--- src/rtl/bcd_seq_adder_ctrl.sv ---
// rtl/bcd_seq_adder_ctrl.sv - multi-digit packed-BCD adder, one digit per cycle through a shared add stage
module bcd_seq_adder_ctrl #(
    parameter int DIGITS = 4
) (
    input  logic                clk,
    input  logic                rst,
    input  logic                start,
    input  logic [4*DIGITS-1:0] a,
    input  logic [4*DIGITS-1:0] b,
    input  logic                cin,
    output logic                busy,
    output logic                done,
    output logic [4*DIGITS-1:0] sum,
    output logic                cout,
    output logic                err
);

    localparam int W  = 4 * DIGITS;
    localparam int IW = (DIGITS > 1) ? $clog2(DIGITS) : 1;
    localparam logic [IW-1:0] LAST_IDX = IW'(DIGITS - 1);

    typedef enum logic [1:0] {
        S_IDLE,
        S_RUN,
        S_DONE
    } state_t;

    state_t        state_q, state_d;
    logic [IW-1:0] idx_q, idx_d;
    logic          carry_q, carry_d;
    logic [W-1:0]  a_q, a_d;
    logic [W-1:0]  b_q, b_d;
    logic [W-1:0]  work_q, work_d;
    logic [W-1:0]  sum_q, sum_d;
    logic          cout_q, cout_d;
    logic          err_q, err_d;
    logic          busy_q, busy_d;
    logic          done_q, done_d;

    logic          in_bad;
    logic [3:0]    a_dig;
    logic [3:0]    b_dig;
    logic [4:0]    dig_t;
    logic [3:0]    dig_out;
    logic          dig_carry;

    always_comb begin
        in_bad = 1'b0;
        for (int i = 0; i < DIGITS; i++) begin
            if (a[4*i +: 4] > 4'd9 || b[4*i +: 4] > 4'd9) begin
                in_bad = 1'b1;
            end
        end
    end

    // Shared single-digit stage; invalid nibbles go through the same decimal correction.
    always_comb begin
        a_dig     = a_q[{idx_q, 2'b00} +: 4];
        b_dig     = b_q[{idx_q, 2'b00} +: 4];
        dig_t     = {1'b0, a_dig} + {1'b0, b_dig} + {4'b0000, carry_q};
        dig_carry = (dig_t > 5'd9);
        dig_out   = dig_carry ? (dig_t[3:0] - 4'd10) : dig_t[3:0];
    end

    always_comb begin
        state_d = state_q;
        idx_d   = idx_q;
        carry_d = carry_q;
        a_d     = a_q;
        b_d     = b_q;
        work_d  = work_q;
        sum_d   = sum_q;
        cout_d  = cout_q;
        err_d   = err_q;
        busy_d  = busy_q;
        done_d  = 1'b0;
        case (state_q)
            S_IDLE: begin
                if (start) begin
                    a_d     = a;
                    b_d     = b;
                    carry_d = cin;
                    work_d  = '0;
                    err_d   = in_bad;
                    idx_d   = '0;
                    busy_d  = 1'b1;
                    state_d = S_RUN;
                end
            end
            S_RUN: begin
                work_d[{idx_q, 2'b00} +: 4] = dig_out;
                carry_d = dig_carry;
                if (idx_q == LAST_IDX) begin
                    idx_d   = '0;
                    sum_d   = work_d;
                    cout_d  = dig_carry;
                    done_d  = 1'b1;
                    busy_d  = 1'b0;
                    state_d = S_DONE;
                end else begin
                    idx_d = idx_q + 1'b1;
                end
            end
            S_DONE: begin
                state_d = S_IDLE;
            end
            default: begin
                state_d = S_IDLE;
                busy_d  = 1'b0;
            end
        endcase
    end

    always_ff @(posedge clk or posedge rst) begin
        if (rst) begin
            state_q <= S_IDLE;
            idx_q   <= '0;
            carry_q <= 1'b0;
            a_q     <= '0;
            b_q     <= '0;
            work_q  <= '0;
            sum_q   <= '0;
            cout_q  <= 1'b0;
            err_q   <= 1'b0;
            busy_q  <= 1'b0;
            done_q  <= 1'b0;
        end else begin
            state_q <= state_d;
            idx_q   <= idx_d;
            carry_q <= carry_d;
            a_q     <= a_d;
            b_q     <= b_d;
            work_q  <= work_d;
            sum_q   <= sum_d;
            cout_q  <= cout_d;
            err_q   <= err_d;
            busy_q  <= busy_d;
            done_q  <= done_d;
        end
    end

    assign busy = busy_q;
    assign done = done_q;
    assign sum  = sum_q;
    assign cout = cout_q;
    assign err  = err_q;

endmodule

--- config.mk ---
export PLATFORM = sky130hd
export DESIGN_NAME = bcd_seq_adder_ctrl
export DESIGN_NICKNAME = d
export VERILOG_FILES = /design/src/rtl/bcd_seq_adder_ctrl.sv
export SDC_FILE = /design/constraint.sdc
export NUM_CORES = 1
export LEC_CHECK = 0
export BUFFER_PORTS_ARGS = -buffer_cell sky130_fd_sc_hd__buf_2
export CAP_MARGIN = 10
export CORE_MARGIN = 5
export CORE_UTILIZATION = 50
export CTS_BUF_LIST = sky130_fd_sc_hd__clkbuf_16
export DETAILED_ROUTE_END_ITERATION = 6
export GPL_ROUTABILITY_DRIVEN = 0
export GPL_TIMING_DRIVEN = 0
export PLACE_DENSITY = 0.72
export SETUP_SLACK_MARGIN = 0.02
export SYNTH_ARGS = -nofsm -noshare
export SYNTH_HDL_FRONTEND = slang
export SYNTH_SLANG_ARGS = --single-unit
--- constraint.sdc ---
create_clock -name clk -period 4.9 [get_ports clk]
set_clock_uncertainty 0.05 [all_clocks]
set_input_delay 0.49 -clock clk [delete_from_list [all_inputs] [get_ports clk]]
set_output_delay 0.49 -clock clk [all_outputs]
set_load 0.01 [all_outputs]
Yosys cells after proc, flatten, opt, wreduce, memory -nomap -nowiden
Cells that the tools add are included.
{"block": "word_totals", "in_bits": 36, "output_inout_bits": 20, "register_bits": 73}
{"block": "op_classes", "shift": 4, "n_lt_le_gt_ge": 9, "reduce_logical": 11, "muxes": 21, "bitwise": 1, "add_sub_neg": 5, "n_eq_ne": 5}
{"operator": "4-bit > comparator, second input constant", "count": 8}
{"operator": "16-bit case mux with 2 select lines", "count": 1}
{"operator": "16-bit by 5-bit variable part select with 4-bit output", "count": 2}
{"operator": "16-bit bitwise mux", "count": 1}
{"operator": "16-bit two-way mux", "count": 1}
{"operator": "4-bit by 6-bit variable shift with 16-bit output, first input constant", "count": 1}
{"operator": "4-bit by 6-bit variable part select with 16-bit output", "count": 1}
{"operator": "1-bit two-way mux", "count": 9}
{"operator": "2-bit two-way mux", "count": 4}
{"operator": "2-bit case mux with 2 select lines", "count": 2}
{"operator": "2-bit AND reduction", "count": 4}
{"operator": "4-bit negation with 6-bit output", "count": 1}
{"operator": "4-bit by 4-bit adder with 5-bit output", "count": 1}
{"operator": "5-bit by 1-bit adder with 5-bit output", "count": 1}
{"operator": "5-bit by 4-bit > comparator with 1-bit output, second input constant", "count": 1}
{"operator": "2-bit == test, second input constant", "count": 2}
{"operator": "1-bit logical OR", "count": 4}
{"operator": "4-bit two-way mux", "count": 1}
{"operator": "2-bit inequality test, second input constant", "count": 2}
{"operator": "4-bit subtractor, second input constant", "count": 1}
{"operator": "1-bit case mux with 3 select lines", "count": 1}
{"operator": "3-bit AND reduction", "count": 1}
{"operator": "2-bit by 1-bit adder with 2-bit output, second input constant", "count": 1}
{"operator": "2-bit by 1-bit == test with 1-bit output, second input constant", "count": 1}
{"operator": "4 further kinds", "count": 4}

Depth between registers and ports, before layout
{"block": "logic_depth", "depth_word": 8, "ltp_mapped": 10, "ltp_nobuf": 9}

Worst setup path after synthesis
Ideal clock, no wire load.
{"block": "synth_timing", "path_kind": "register -> register", "from": "register idx_q[0]", "to": "register sum_q[14], in the netlist sum[14]", "stages_incl_launch_ff": 11, "n_path_buf": 1, "setup_time_ns": 0.077, "path_slack_ns": 1.064, "arrival_time_ns": 3.709, "synth_period_minus_slack_ns": 3.836, "required_time_ns": 4.773, "path_cell_list": "dfrtp_1 > buf_1 > mux4_2 > fa_1 > fa_1 > xnor2_1 > ha_1 > nor2b_1 > o41a_4 > mux2_4 > o21ai_1"}
{"block": "synth_between", "elab_chain_cells": 7, "word_cells_on_any_way": 13, "cone_classes": "4 x add/sub; 1 x order compare; 1 x eq/ne; 4 x shift; 2 x mux; 1 x reduce/logical"}
{"element": "from (decl)", "line_no": "29", "text": "logic [IW-1:0] idx_q, idx_d;"}
{"element": "from (signal assigned)", "line_no": "129", "text": "idx_q <= idx_d;"}
{"element": "16-bit by 5-bit variable part select with 4-bit output (on tied branches)", "line_no": "58, 59"}
{"element": "4-bit by 4-bit adder with 5-bit output", "line_no": "60", "text": "dig_t = {1'b0, a_dig} + {1'b0, b_dig} + {4'b0000, carry_q};"}
{"element": "5-bit by 1-bit adder with 5-bit output", "line_no": "60"}
{"element": "4-bit subtractor / 5-bit by 4-bit > comparator with 1-bit output (equally long branches)", "line_no": "62, 61"}
{"element": "4-bit two-way mux", "line_no": "62", "text": "dig_out = dig_carry ? (dig_t[3:0] - 4'd10) : dig_t[3:0];"}
{"element": "4-bit by 6-bit variable part select with 16-bit output", "line_no": "91", "text": "work_d[{idx_q, 2'b00} +: 4] = dig_out;"}
{"element": "16-bit bitwise mux", "line_no": "91"}
{"element": "to (signal assigned)", "line_no": "134", "text": "sum_q <= sum_d;"}
{"element": "to (decl)", "line_no": "34", "text": "logic [W-1:0] sum_q, sum_d;"}
Several ways; a longest one is shown, not always the timed one.
A chain may end at the register's enable or synchronous reset.

Worst setup path in the final report
{"block": "layout_timing", "from": "register idx_q[0]", "to": "register work_q[5]"}
{"block": "layout_between", "elab_chain_cells": 8, "word_cells_on_any_way": 12, "cone_classes": "4 x add/sub; 1 x order compare; 4 x shift; 3 x mux"}
{"element": "16-bit by 5-bit variable part select with 4-bit output (on tied branches)", "line_no": "58, 59"}
{"element": "4-bit by 4-bit adder with 5-bit output", "line_no": "60"}
{"element": "5-bit by 1-bit adder with 5-bit output", "line_no": "60"}
{"element": "4-bit subtractor / 5-bit by 4-bit > comparator with 1-bit output (equally long branches)", "line_no": "62, 61"}
{"element": "4-bit two-way mux", "line_no": "62"}
{"element": "4-bit by 6-bit variable part select with 16-bit output", "line_no": "91"}
{"element": "16-bit bitwise mux *", "line_no": "91"}
{"element": "16-bit case mux with 2 select lines *", "line_no": "77", "text": "case (state_q)"}
{"element": "to (signal assigned)", "line_no": "133", "text": "work_q <= work_d;"}
{"element": "to (decl)", "line_no": "33", "text": "logic [W-1:0] work_q, work_d;"}
Every way passes the cells marked *; elsewhere a longest branch is shown, timed or not.

==> flow_summary.yaml <==
status:
  status: "finished, final reports clean"
finish:
  layout.cells.non_filler: 439
  syn2layout_area_growth_pct: 20.1
  design_area_um2: 4120
  fill_cells: 552
  drive_gt1_frac: 0.326
  seq_area_um2: 1830
  diodes: 0
  nNetsFinal: 402
  multi_input_area_um2: 1510
clock_network:
  cts-buffers-inserted: 9
  postCtsSetupBuffers: 0
  cts_buffer_depth: 2
  post_cts_resized: 0
  path_clk_slew_ps: 50
  worstSkewPairLatency_ps: 330
  cts_tree: "yes"
  clkSinkCount: 73
  htree_levels: 3
  postCtsHoldBufs: 0
  clockRootBuffer: "clkbuf_16"
grt:
  grt_pass1_wl_um: 12900
  grt_start_max_net_pins: 74
  grt_pass1_vias: 2597
  grt_overflow_total: 0
  antenna_found_initial: 0
  grt_usage: 0.194
floorplan:
  fp.dieH_um: 92.8
  start_util: 0.510
  die_w_um: 92.8
  dieArea_um2: 8610
  rows: 30
  core_um2: 6720
  ioPinCount: 56
synthesis:
  yosys_register_bits: 73
  syn_area_per_cell_um2: 11.9
  ys_warn_count: 0
  syn_area_um2: 3430
  synth.area.top_cells: "dfrtp_1, mux2_2, mux4_2"
  async_reset_ff_frac: 1.00
  synth-edff-count: 0
  synth_top_area_share: 0.533
  netlist_top_cells_count: "dfrtp_1, mux2_2, nand2_1"
  synth_flop_cell: "dfrtp_1"
  yosysMostFrequentCell: "dfrtp_1"
  synth_nets: 336
  synth_cell_types: 36
  netlist_instances: 288
  yosysSeqAreaShare: 0.533
  synth_top_cell_by_area: "dfrtp_1"
timing:
  timing.fmax_ghz: 0.221
  tns_ps: 0
  min_period_ps: 4530
  worstMarginPinSlew_ps: 865
  rsz0062_at_grt: "false"
  setup_viol: 0
  fin_crit_sh: 0.924
  hold_violations: 0
  slew_viol_final: 0
  relSlewSlack: 0.423
detailed_routing:
  wirelength_um: 7650
  vias: 2485
  ant_nets: 0
  drt_iter0_drc: 175
  drc_errors: 0
  wl_per_cell_um: 17.4
  drt_pass1_iterations: 5
  viasPerCell: 5.66
placement:
  placed_cell_area_um2: 3800
  placedCellCount: 423
  portBuffers: 55
  dpl.hpwl_um: 5340
critical_path:
  critical_path_class: "flip-flop to flip-flop"
  critPathMaxFanout: 10
  cp.arrival_ps: 4660
  max_stage_delay_ps: 630
  crit_path_frequent_cell: "fa_1"
  worst-path-buf-inv: 1
  start_kind: "flip-flop"
  crit_path_top_delay_cell: "buf_1"
  required_ps: 5030
  endpoint_kind: "flip-flop"
  crit_family: "adder cells"
  critical_path.cell_chain: "buf_1 -> mux4_2 -> fa_1 -> fa_1 -> xnor2_1 -> ha_1 -> nor2b_1 -> o41a_4 -> xnor2_2 -> o21ai_1"
flow_run:
  cap_violations: 0
hold_path:
  min_path_type: "input port to asynchronous set/reset pin"
## routing by layer
metal  up-vias  global-route usage  share of wire
li1       1176                   -              -
met1      1222               0.257           0.44
met2        79               0.314           0.50
met3         8              0.0406          0.052
met4         0              0.0684          0.014
met5         -                   0              0
## cells in the final DEF, fill, tap and decap left out, types with 9 or more instances in the layout
master	n
buf_2	55
a21oi_1	20
o21ai_0	18
inv_1	11
mux2_2	32
ha_1	10
o21ai_1	16
dfrtp_1	73
nand2_1	26
nor3b_1	13
clkbuf_1	11
clkbuf_16	9
nor2_1	11
## path summary, 6_finish.rpt
path                           from        end  slack [ps]  cells past startpoint
setup / recovery           idx_q[0]  work_q[5]         370                     10
hold / removal                  rst       done         310                      2
setup reg to reg           idx_q[0]  work_q[5]         370                     10
hold reg to reg                cout       cout         430                      2
max in group asynchronous       rst    b_q[15]        3950                      2
min in group clk               a[4]     a_q[4]         340                      2
## state kept, by name (all words and copies together), names as in the netlist, 2 cells and up
name	cells
a_q	16
state_q	2
work_q	16
b_q	16
sum	16
idx_q	2
## logic make-up (layout without fill, tap and decap cells)
| kind of cell | count (synthesis) | after routing | synth area share |
|---|---|---|---|
| AOI/OAI and AO/OA | 72 | 72 | 0.127 |
| xor gates and xnor gates | 2 | 2 | 0.00730 |
| adders and majority gates | 12 | 12 | 0.0482 |
| buffers and inverters | 25 | 96 | 0.0274 |
| DFF | 73 | 73 | 0.533 |
| muxes | 41 | 41 | 0.162 |
| and+or+nand+nor | 63 | 63 | 0.0953 |
## through the flow
step	worst slack (ps)	hold slack (ps)	util
after floorplan	1060	392	-
after global placement	512	404	0.566
after detailed placement	398	412	0.566
after CTS	357	331	0.613
after global routing	121	340	0.613
final	373	306	0.613
## area by class of cell
type	count	area share
buffer	12	0.0109
clock buffer	9	0.0547
clock inverter	7	0.0210
inverter	13	0.0125
multi-input combinational	190	0.366
sequential	73	0.444
tap	80	0.0243
timing repair buffer	55	0.0669
Power is not shown: default switching activity piles up to over one toggle a cycle in this logic, so the estimate is an artifact.
